<file path="src/rtl/teak__fixed_x2e__x24_method__int26__6__div.sv">
// teak__fixed_x2e__x24_method__int26__6__div: sequential Q26.6 signed divider, one quotient bit per cycle.
// Optional macro FIXED_DIV_SATURATE_EN clamps out-of-range quotients instead of wrapping them.
module teak__fixed_x2e__x24_method__int26__6__div (
    input  logic        clk,
    input  logic        srst,
    input  logic        goValid,
    output logic        goStop,
    output logic        doneValid,
    input  logic        doneStop,
    input  logic        operandsReady,
    input  logic [63:0] operandsData,
    output logic        operandsStop,
    output logic        resultReady,
    output logic [31:0] resultData,
    input  logic        resultStop
);
    localparam logic [1:0] IDLE = 2'd0;
    localparam logic [1:0] DIV = 2'd1;
    localparam logic [1:0] FINISH = 2'd2;

    logic [1:0]  state;
    logic        operandsValid_q;
    logic [31:0] aQ, bQ, bMag;
    logic [32:0] rem;
    logic [37:0] quot;
    logic [5:0]  count;
    logic        neg, aneg, dz;
    logic        resultBufValid_q;
    logic [31:0] resultBufData_q;
    logic [32:0] remShift, remDiff;
    logic        remGe;
    logic [31:0] aMag, bAbs, wrapped, result;
    logic        bufWrite;

    assign goStop = doneStop;
    assign doneValid = goValid;
    assign operandsStop = operandsValid_q & (state != IDLE);
    assign resultReady = resultBufValid_q;
    assign resultData = resultBufData_q;

    // Magnitudes are unsigned 32-bit, so the most negative operand becomes 2^31.
    // The quotient register starts out holding the dividend and is shifted out as quotient bits shift in.
    always_comb begin
        aMag = aQ[31] ? -aQ : aQ;
        bAbs = bQ[31] ? -bQ : bQ;
        remShift = {rem[31:0], quot[37]};
        remDiff = remShift - {1'b0, bMag};
        remGe = remShift >= {1'b0, bMag};
        wrapped = neg ? -quot[31:0] : quot[31:0];
`ifdef FIXED_DIV_SATURATE_EN
        result = dz ? (aneg ? 32'h8000_0000 : 32'h7FFF_FFFF) :
                 (!neg && quot > 38'h00_7FFF_FFFF) ? 32'h7FFF_FFFF :
                 (neg && quot > 38'h00_8000_0000) ? 32'h8000_0000 : wrapped;
`else
        result = dz ? (aneg ? 32'h8000_0000 : 32'h7FFF_FFFF) : wrapped;
`endif
        bufWrite = (state == FINISH) && !resultBufValid_q;
    end

    // Input register refills whenever it is not holding operands back.
    always_ff @(posedge clk) begin
        if (srst) operandsValid_q <= 1'b0;
        else if (!operandsStop) operandsValid_q <= operandsReady;
        if (!operandsStop) {bQ, aQ} <= operandsData;
    end

    // Division sequencer: load, 38 restoring iterations, then hand off to the output buffer.
    always_ff @(posedge clk) begin
        if (srst) state <= IDLE;
        else if (state == IDLE) state <= operandsValid_q ? DIV : IDLE;
        else if (state == DIV) state <= (count == 6'd0) ? FINISH : DIV;
        else if (state == FINISH) state <= resultBufValid_q ? FINISH : IDLE;
        else state <= IDLE;
    end

    // Datapath is deliberately left unreset; results only escape through the reset-guarded buffer.
    always_ff @(posedge clk) begin
        if (state == IDLE && operandsValid_q) begin
            quot <= {aMag, 6'b0};
            bMag <= bAbs;
            rem <= 33'd0;
            count <= 6'd37;
            neg <= aQ[31] ^ bQ[31];
            aneg <= aQ[31];
            dz <= (bQ == 32'd0);
        end else if (state == DIV) begin
            rem <= remGe ? remDiff : remShift;
            quot <= {quot[36:0], remGe};
            count <= count - 6'd1;
        end
    end

    // Single-entry output buffer; a stalled FINISH writes on the edge after it drains.
    always_ff @(posedge clk) begin
        if (srst) resultBufValid_q <= 1'b0;
        else if (bufWrite) resultBufValid_q <= 1'b1;
        else if (resultBufValid_q && !resultStop) resultBufValid_q <= 1'b0;
        if (bufWrite) resultBufData_q <= result;
    end
endmodule

</file>
<file path="config.mk">
export PLATFORM = sky130hd
export DESIGN_NAME = teak__fixed_x2e__x24_method__int26__6__div
export DESIGN_NICKNAME = d
export VERILOG_FILES = /design/src/rtl/teak__fixed_x2e__x24_method__int26__6__div.sv
export SDC_FILE = /design/constraint.sdc
export NUM_CORES = 1
export LEC_CHECK = 0
export ABC_AREA = 1
export CORE_UTILIZATION = 27
export CTS_CLUSTER_DIAMETER = 100
export DETAILED_ROUTE_END_ITERATION = 16
export SLEW_MARGIN = 30
export SYNTH_ARGS = -nofsm -noshare
export SYNTH_HDL_FRONTEND = slang
export SYNTH_SLANG_ARGS = --single-unit
export TNS_END_PERCENT = 20
</file>
<file path="constraint.sdc">
create_clock -name clk -period 11.43 [get_ports clk]
set_input_delay 1.143 -clock clk [delete_from_list [all_inputs] [get_ports clk]]
set_output_delay 1.143 -clock clk [all_outputs]
set_load 0.02 [all_outputs]
</file>
After elaboration in Yosys (flattened, before gate mapping)
Index checks and enable logic that the tools add are counted.
Storage, ports and cells
  word-level logic and storage cells: 52
  register bits: 211
  output and inout port bits: 36
Operators by class
  $add $sub $neg: 5
  mux-type cells: 16
  equality and inequality tests: 2
  magnitude comparators: 1
  bitwise logic cells: 2
  reductions and logical operators: 11
Operator list (number)
  2-to-1 mux 32 bit: 5
  negator 32 bit: 3
  2-to-1 mux 38 bit: 2
  greater-or-equal comparator 33 x 32 -> 1 bit: 1
  zero test 32 bit: 1
  subtractor 32 bit: 1
  2-to-1 mux 31 bit: 1
  2-to-1 mux 2 bit: 5
  zero test 6 bit: 1
  nonzero test 2 bit: 3
  subtractor 6 x 1 -> 6 bit, second input constant: 1
  logical AND 1 bit: 3
  2-to-1 mux 1 bit: 3
  == test 2 x 1 -> 1 bit, second input constant: 1
  == test 2 bit, second input constant: 1
  zero test 1 bit: 2
  zero test 2 bit: 1
  bitwise AND 1 bit: 1
  XOR 1 bit: 1

Depth between registers and ports, before layout
Gate-level depths: netlist of run 1.
  word-level depth: 4
  mapped depth: 17
  mapped depth without buffers: 16

Least setup slack after synthesis of run 1
OpenSTA, ideal clock, no wires.
  path kind: register to output
  start point: register state[1]
  end point: output operandsStop
  slack: 4444 ps
  stages on the path, launching flop included: 3
  arrival: 5843 ps
  required time: 10287 ps
  path through: dfxtp_1 o21ai_0 inv_1
Between the ends
  word-level cells in the longest chain between the ends: 2
Ends and longest elaborated chain
  start: declaration: line 21  | logic [1:0] state;
  start signal: assignment: line 70  | else if (state == IDLE) state <= operandsValid_q ? DIV : IDLE;
  start signal: assignment: line 71  | else if (state == DIV) state <= (count == 6'd0) ? FINISH : DIV;
  start signal: assignment: line 72  | else if (state == FINISH) state <= resultBufValid_q ? FINISH : IDLE;
  nonzero test 2 bit: line 37  | assign operandsStop = operandsValid_q & (state != IDLE);
  bitwise AND 1 bit: line 37
  end: declaration: line 12  | output logic operandsStop,
No other way between the ends.

Worst setup path after layout of run 1
Same ends and word-level chain as after synthesis.

==> reports/results.tsv, run 1 <==
metric	value	unit
maxCapViolations	0	
cts_max_path_buffers	3	
syn_area	12400	um^2
worstMarginPinSlew	0.890	ns
ctsResizeCount	0	
die_y	216	um
ir_drop	0.0000909	V
rows	78	
whs	0.463	ns
hpwl	24900	um
min_path_type	reg2reg	
grt_util_met3	2.22	%
vias_per_cell	4.58	
setup_ws	7.90	ns
min_period	3.53	ns
ys_seq_elements	211	
outcome	completed	
syn_avg_cell_area	7.89	um^2
setup.worst_path.end_class	output pin	
crit_required	10.29	ns
routedWlPerCell	14.3	um
cp_max_fo	65	
path_cells	o21ai_4, buf_4, inv_1, clkdlybuf4s50_1	
final_cell_mix	nand2_1, inv_1, edfxtp_1, nor2_1, nand3_1	
finalClockSkew	0.0114	ns
cts_tree	done	
relSlewSlack	40.7	%
path_class	reg2out	
syn_to_final_growth	19.8	%
rrSetupSlack	8.72	ns
antenna_cells	0	
netlist.area_leader.share	39.5	%
synth_top_area_cell	edfxtp_1	
ctsRootBufferMaster	clkbuf_16	
grt_setup_unrepaired	no	
hold_viol_final	0	
io_buffers	101	
antenna_found_initial	0	
overflow	0	
post-cts-setup-buffers	0	
die_area	46800	um^2
htree_levels	1	
syn_inst	1572	
fillCellCount	4699	
initial_core_util	27.3	%
dpl-instance-area	14100	um^2
core-area	45400	um^2
drt_iter0_markers	768	
grt_pass1_vias	9884	
drtPass1Iterations	5	
cellPowerDensity	133	nW/um^2
stdcell_area	14900	um^2
cp_num_buf_inv	3	
drc	0	
grt.busiest_layer	met2	
synth_cell_types	46	
finalCritPeriodShare	30.9	%
cts_hold_buf	0	
grt_usage	13.8	%
finalSetupViolations	0	
nNetsFinal	1773	
grt_max_degree	66	
use_met2	21.1	%
drive_gt1_share	5.17	%
syn_nets	1679	
tns	0	ns
vias	10500	
max_freq	283	MHz
pre_cts_slack	8.43	ns
place_congestion	0.891	
grt_pass1_wl	52200	um
drv_slew	0	
fin_total_pwr	1.97	mW
startpoint_type	flop	
clock_latency	0.54	ns
cp_slowest_cell	buf_4	
cts_buffers	23	
slowest_delay	0.63	ns
leakage	6.33	nW
yosysWarnings	0	
die_x	216	um
clkSinkCount	211	
cp_top_family	buffers and inverters	
drt_wl_total	32700	um
clkTransAtPathRegs	0.06	ns
use_met1	20.0	%
ant_nets	0	
ys_top_cells_by_area	edfxtp_1, nand2_1, dfxtp_1	
arrival	2.39	ns
num_io_pins	106	
final_common_cell	nand2_1	
synth_seq_area_share	47.2	%
==> synthesized netlist by cell type (all sizes together) <==
library cell / number
a211oi: 1
a21o: 2
a21oi: 80
a22oi: 1
a31oi: 2
and2: 3
and3: 1
buf: 15
clkbuf: 26
clkinv: 3
dfxtp: 48
edfxtp: 163
fa: 1
ha: 36
inv: 216
nand2: 422
nand3: 107
nand3b: 3
nand4: 25
nor2: 161
nor3: 39
nor3b: 1
nor4: 10
o211ai: 8
o21a: 2
o21ai: 92
o21bai: 9
o22ai: 20
o31ai: 10
o32ai: 1
or2: 12
xnor2: 23
xor2: 29
==> through the flow <==
stage | instances | utilization, %
after global placement | 2240 | 31.0
after detailed placement | 2240 | 31.0
final | 2283 | 32.7
after global routing | 2283 | 32.7
after floorplan | 1572 | -
after CTS | 2282 | 32.7
==> power breakdown <==
group | internal [mW] | switching, mW
Clock | 0.447 | 0.315
Combinational | 0.101 | 0.183
Sequential | 0.887 | 0.0395
Total | 1.44 | 0.537
==> worst paths after layout <==
check	end	start	cells after the start
worst max-delay path	operandsStop	state[1]$_SDFF_PP0_	4
worst min-delay path	bMag[0]$_DFFE_PP_	bQ[0]$_DFFE_PN_	0
worst max register to register	rem[21]$_SDFFE_PP0P_	bMag[27]$_DFFE_PP_	12
worst min register to register	bMag[0]$_DFFE_PP_	bQ[0]$_DFFE_PN_	0
==> per-layer routing <==
layer / vias up / wire, um
met5: - / 0
met4: 0 / 669
met3: 43 / 1990
met2: 272 / 13800
met1: 4750 / 16200
li1: 5395 / -
==> registers in the layout, summed over array words and instances (netlist names), 2 cells and up <==
signal / cells
aQ: 32
bMag: 32
bQ: 32
count: 6
quot: 38
rem: 32
resultData: 32
state: 2
==> kinds of logic after synthesis <==
kind of cell / count (synthesis) / synth area share [%]
xor gates and xnor gates: 52 / 3.67
and+or+nand+nor: 784 / 27.0
adders and majority gates: 37 / 3.79
AOI/OAI and AO/OA: 228 / 10.2
buffers and inverters: 260 / 8.13
DFF: 211 / 47.2
==> final cells by class <==
cell class	count	area, um^2	share of cell area (%)
clock buffer	26	597	4.02
clock inverter	16	176	1.19
inverter	219	822	5.53
multi-input combinational	1101	5560	37.4
sequential	211	5860	39.4
tap	600	751	5.05
timing repair buffer	110	1100	7.39
Note: power is estimated with default switching activity, not from simulation.
==> inputs of run 2 (changes only) <==
clock period = 3.2 ns   (was 11.43 ns; I/O delays follow)
==> reports/results.tsv, run 2 (synthesis gave the netlist of run 1 again) <==
metric	value	unit	change
outcome	completed		
grt_usage	14.6	%	+0.79 points
worstMarginPinSlew	0.774	ns	-0.116 ns
cts_tree	done		
cp_max_fo	35		-46%
finalCoreUtilization	33.0	%	+0.30 points
grt_pass1_wl	54700	um	+4.7%
clkSinkCount	211		unchanged
drt_wl_total	34700	um	+6.3%
ctsResizeCount	0		unchanged
htree_levels	1		unchanged
drive_gt1_share	5.50	%	+0.33 points
hold_path_end	aQ[3]$_DFFE_PN_		
ctsRootBufferMaster	clkbuf_16		
post-cts-setup-buffers	0		unchanged
tns	0	ns	unchanged
final_common_cell	nand2_1		
clkTransAtPathRegs	0.06	ns	about the same
fillCellCount	4733		+0.72%
grt_setup_unrepaired	no		
finalSetupViolations	0		unchanged
place_congestion	0.928		+4.1%
leakage	6.40	nW	+1.0%
antenna_found_initial	0		unchanged
num_io_pins	106		unchanged
drtPass1Iterations	5		unchanged
reg2reg_to	rem[11]$_SDFFE_PP0P_		
cts_max_path_buffers	3		unchanged
min_path_type	in2reg		
multi_input_area	5560	um^2	unchanged
nNetsFinal	1779		+0.34%
cts_hold_buf	0		unchanged
drc	0		unchanged
hold_viol_final	0		unchanged
antenna_cells	0		unchanged
holdCritStartpoint	operandsData[3]		
min_period	2.67	ns	
rrSetupSlack	0.53	ns	-8.19 ns
syn_to_final_growth	20.9	%	
rows	78		unchanged
die_y	216	um	unchanged
vias_per_cell	4.63		+1.1%
dpl-instance-area	14100	um^2	+0.44%
hold_depth	1		+1
core-area	45400	um^2	unchanged
path_class	reg2reg		
drt_iter0_markers	821		+6.9%
max_freq	374	MHz	
relSlewSlack	47.9	%	+7.3 points
regMostFlops	quot		
finalCritPeriodShare	83.5	%	
fin_cells	2290		+0.31%
grt_pass1_vias	10000		+1.4%
cts_buffers	24		+4.3%
whs	0.328	ns	-0.135 ns
die_area	46800	um^2	unchanged
cellPowerDensity	484	nW/um^2	+270%
final_cell_mix	nand2_1, inv_1, edfxtp_1, nor2_1, nand3_1		
finalClockSkew	0.0217	ns	+0.0104 ns
routedWlPerCell	15.2	um	+6.0%
maxCapViolations	0		unchanged
startpoint_type	flop		
dp.cells	2245		+0.22%
grt_max_degree	65		-1.5%
fin_total_pwr	7.26	mW	+270%
arrival	3.10	ns	+0.71 ns
setup_ws	0.529	ns	-7.37 ns
setup.worst_path.end_class	flop		
ant_nets	0		unchanged
drv_slew	0		unchanged
stdcell_area	15000	um^2	+0.90%
largest_reg_flops	38		unchanged
rr_worst_depth	12		unchanged
pre_cts_slack	0.563	ns	-7.87 ns
reg2reg_from	bMag[28]$_DFFE_PP_		
vias	10600		+1.4%
ir_drop	0.000300	V	+230%
seq_area	5860	um^2	unchanged
die_x	216	um	unchanged
io_buffers	101		unchanged
hpwl	26500	um	+6.6%
overflow	0		unchanged
clock_latency	0.55	ns	about the same
initial_core_util	27.3	%	unchanged
crit_required	3.63	ns	-6.66 ns
==> run 2: changes by cell type in the layout (fill, tap and decap cells not counted), sizes merged <==
cell,previous run,this run
buf,9,14
clkbuf,26,31
inv,220,218
clkinvlp,4,3
==> run 2: area by class of cell <==
cell class,count,area share (%)
Tap cell,600,5.01
Multi-Input combinational cell,1101,37.1
Clock inverter,13,1.11
Timing Repair Buffer,115,7.74
Inverter,219,5.48
Sequential cell,211,39.0
Clock buffer,31,4.52
==> run 2: worst max-delay path by stage <==
stage | from | to | cells past startpoint
floorplan | state[0]$_SDFF_PP0_ | operandsValid_q$_SDFFE_PP0N_ | 4
global placement | bMag[28]$_DFFE_PP_ | rem[11]$_SDFFE_PP0P_ | 12
detailed placement | bMag[28]$_DFFE_PP_ | rem[11]$_SDFFE_PP0P_ | 12
CTS | bMag[28]$_DFFE_PP_ | rem[11]$_SDFFE_PP0P_ | 12
global route | bMag[23]$_DFFE_PP_ | rem[11]$_SDFFE_PP0P_ | 14
finish | bMag[28]$_DFFE_PP_ | rem[11]$_SDFFE_PP0P_ | 12
==> run 2: worst max-delay path, cell delays in order (launching register included) <==
cell      delay [ns]
edfxtp_1        0.45
inv_1           0.08
ha_1            0.35
a21oi_1         0.24
nand2_1         0.12
a21oi_1         0.15
nand2_1         0.08
nor2_2          0.21
nand2_4         0.27
buf_12          0.25
or2_1           0.21
nand3_1         0.07
nand2_1         0.05
==> run 2: where the power goes <==
part | internal [mW] | switching (mW) | leakage (nW)
Combinational | 0.365 | 0.677 | 4.00
Clock | 1.75 | 1.17 | 0.407
Sequential | 3.17 | 0.132 | 1.99
==> run 2: metal layers <==
layer	global-route usage (%)	wire length [um]	vias up
li1	-	-	5416
met4	4.53	858	0
met3	1.78	1590	51
met1	21.5	17300	4871
met5	0	0	-
met2	22.2	14900	267
==> inputs of run 3 (changes only) <==
clock period = 2.54 ns   (was 3.2 ns; I/O delays follow)
==> reports/results.tsv, run 3 (synthesis gave the netlist of run 1 again) <==
metric	value	unit	change
clock_latency	0.53	ns	-0.02 ns
clkTransAtPathRegs	0.07	ns	about the same
die_y	216	um	unchanged
pre_cts_slack	0.0554	ns	-0.508 ns
seq_area	5860	um^2	unchanged
arrival	2.81	ns	-0.29 ns
reg2reg_from	bMag[6]$_DFFE_PP_		
hpwl	26100	um	-1.7%
nNetsFinal	1787		+0.45%
cp-startpoint	bMag[6]$_DFFE_PP_		
drive_gt1_share	6.43	%	+0.92 points
finalCritPeriodShare	93.8	%	+10 points
path_class	reg2reg		
fillCellCount	4719		-0.30%
grt_pass1_vias	9985		-0.41%
dp.cells	2255		+0.45%
initial_core_util	27.3	%	unchanged
ir_drop	0.000330	V	+10%
grt_setup_unrepaired	yes		
final_common_cell	nand2_1		
outcome	completed		
reg2reg_to	rem[11]$_SDFFE_PP0P_		
setup_ws	0.157	ns	-0.372 ns
worstMarginPinSlew	0.779	ns	+0.00515 ns
cp.depth	14		+2
cellPowerDensity	583	nW/um^2	+20%
pwr-share-seq	47.5	%	+2.1 points
die_x	216	um	unchanged
cts_buffers	23		-4.2%
routedWlPerCell	14.8	um	-2.3%
crit_required	2.97	ns	-0.66 ns
maxCapViolations	0		unchanged
cp-endpoint	rem[11]$_SDFFE_PP0P_		
relSlewSlack	48.0	%	+0.13 points
die_area	46800	um^2	unchanged
combPwrFrac	15.0	%	+0.7 points
vias	10600		-0.23%
num_io_pins	106		unchanged
max_freq	420	MHz	+12%
finalClockSkew	0.0149	ns	-0.00684 ns
min_period	2.38	ns	-0.288 ns
grt_max_degree	65		unchanged
cp_slowest_cell	ha_1		
syn_to_final_growth	21.1	%	
drv_slew	0		unchanged
netSwitchingPower	2.41	mW	+22%
drtPass1Iterations	5		unchanged
cp_top_family	simple AND/OR/NAND/NOR gates		
drt_iter0_markers	754		-8.2%
ctsRootBufferMaster	clkbuf_16		
rows	78		unchanged
antenna_found_initial	0		unchanged
setup.worst_path.end_class	flop		
io_buffers	101		unchanged
multi_input_area	5650	um^2	+1.5%
startpoint_type	flop		
antenna_cells	0		unchanged
clkSinkCount	211		unchanged
final_cell_mix	nand2_1, inv_1, edfxtp_1, nor2_1, nand3_1		
regMostFlops	quot		
hold_viol_final	0		unchanged
htree_levels	1		unchanged
slowest_delay	0.35	ns	-0.10 ns
cp_common_cell	nand2_1		
p_int	6.35	mW	+20%
overflow	0		unchanged
rrSetupSlack	0.16	ns	-0.37 ns
core-area	45400	um^2	unchanged
vias_per_cell	4.61		-0.49%
cp_max_fo	23		-34%
fin_cells	2296		+0.26%
cp_num_buf_inv	2		unchanged
hold_depth	1		unchanged
drc	0		unchanged
drt_wl_total	34000	um	-2.1%
largest_reg_flops	38		unchanged
finalSetupViolations	0		unchanged
power.share.clock	37.5	%	-2.7 points
ant_nets	0		unchanged
place_congestion	0.882		-4.9%
grt_pass1_wl	54100	um	-1.0%
post-cts-setup-buffers	0		unchanged
cts_tree	done		
p_sw_share	27.5	%	+0.27 points
rr_worst_depth	14		+2
grt_usage	14.3	%	-0.28 points
cts_max_path_buffers	3		unchanged
leakage	6.40	nW	about the same
min_path_type	in2reg		
path_cells	inv_1, ha_1, nand2_1, nand2_1, a21oi_2, nand3_2, nand2_1, nand2_1, nand2_4, nand2_8, buf_12, or2_1, nand3_1, nand2_1		
[run 3: cell count changes in the layout (fill, tap and decap cells not counted), moves of 3 or more]
| cell | before | now |
|---|---|---|
| clkinv_2 | 4 | 0 |
| a21oi_2 | 1 | 7 |
| buf_4 | 11 | 21 |
| nor2_4 | 1 | 4 |
| a21oi_1 | 79 | 73 |
[run 3: worst register-to-register path: stages, from the launching register on]
cell	delay, ns
edfxtp_1	0.32
inv_1	0.04
ha_1	0.35
nand2_1	0.09
nand2_1	0.12
a21oi_2	0.20
nand3_2	0.14
nand2_1	0.11
nand2_1	0.12
nand2_4	0.13
nand2_8	0.12
buf_12	0.19
or2_1	0.22
nand3_1	0.06
nand2_1	0.06
[run 3: power groups by stage]
| stage | logic, mW | registers (mW) | clock network (mW) |
|---|---|---|---|
| after floorplan | 0.887 | 4.18 | 0 |
| after global placement | 1.29 | 4.23 | 0 |
| after detailed placement | 1.30 | 4.23 | 0 |
| after CTS | 1.31 | 4.16 | 3.38 |
| after global routing | 1.48 | 4.19 | 3.48 |
| final | 1.31 | 4.17 | 3.28 |
[run 3: layout make-up]
class | count | area share [%]
clock buffers | 32 | 4.32
clock inverters | 9 | 0.558
inverters | 219 | 5.47
multi-input cells | 1101 | 37.6
flip-flops and latches | 211 | 39.0
well taps | 600 | 5.00
repair buffers | 124 | 8.05
[run 3: through the flow]
stage          TNS [ns]  util, %  area, um^2  hold slack (ns)  power, mW
3_5_place_dp          0     31.3       14200            0.466       5.53
3_3_place_gp          0     31.3       14200            0.456       5.52
5_1_grt        -0.00697     33.1       15000            0.259       9.15
2_1_floorplan         0        -       12400            0.323       5.07
6_report              0     33.1       15000            0.276       8.76
4_1_cts               0     32.9       14900            0.253       8.85
[run 3: per-layer routing]
layer / global-route usage (%) / vias to the layer above / wire (um)
met5: 0 / - / 0
met4: 3.85 / 0 / 712
met3: 1.47 / 42 / 1550
met2: 22.2 / 258 / 14700
met1: 21.2 / 4849 / 17100
li1: - / 5432 / -
[run 3: what timing repair did]
action	CTS	global route
setup endpoints to repair	0	36
endpoints found under the hold margin	0	0
resized for setup	0	20
hold buffers	0	0
[run 3: worst min-delay path by stage]
stage | start | to
4_1_cts | operandsData[28] | aQ[28]$_DFFE_PN_
3_5_place_dp | rem[19]$_SDFFE_PP0P_ | rem[19]$_SDFFE_PP0P_
5_1_grt | operandsData[32] | bQ[0]$_DFFE_PN_
2_1_floorplan | srst | resultReady$_SDFFE_PP0P_
3_3_place_gp | rem[21]$_SDFFE_PP0P_ | rem[21]$_SDFFE_PP0P_
6_report | operandsData[59] | bQ[27]$_DFFE_PN_
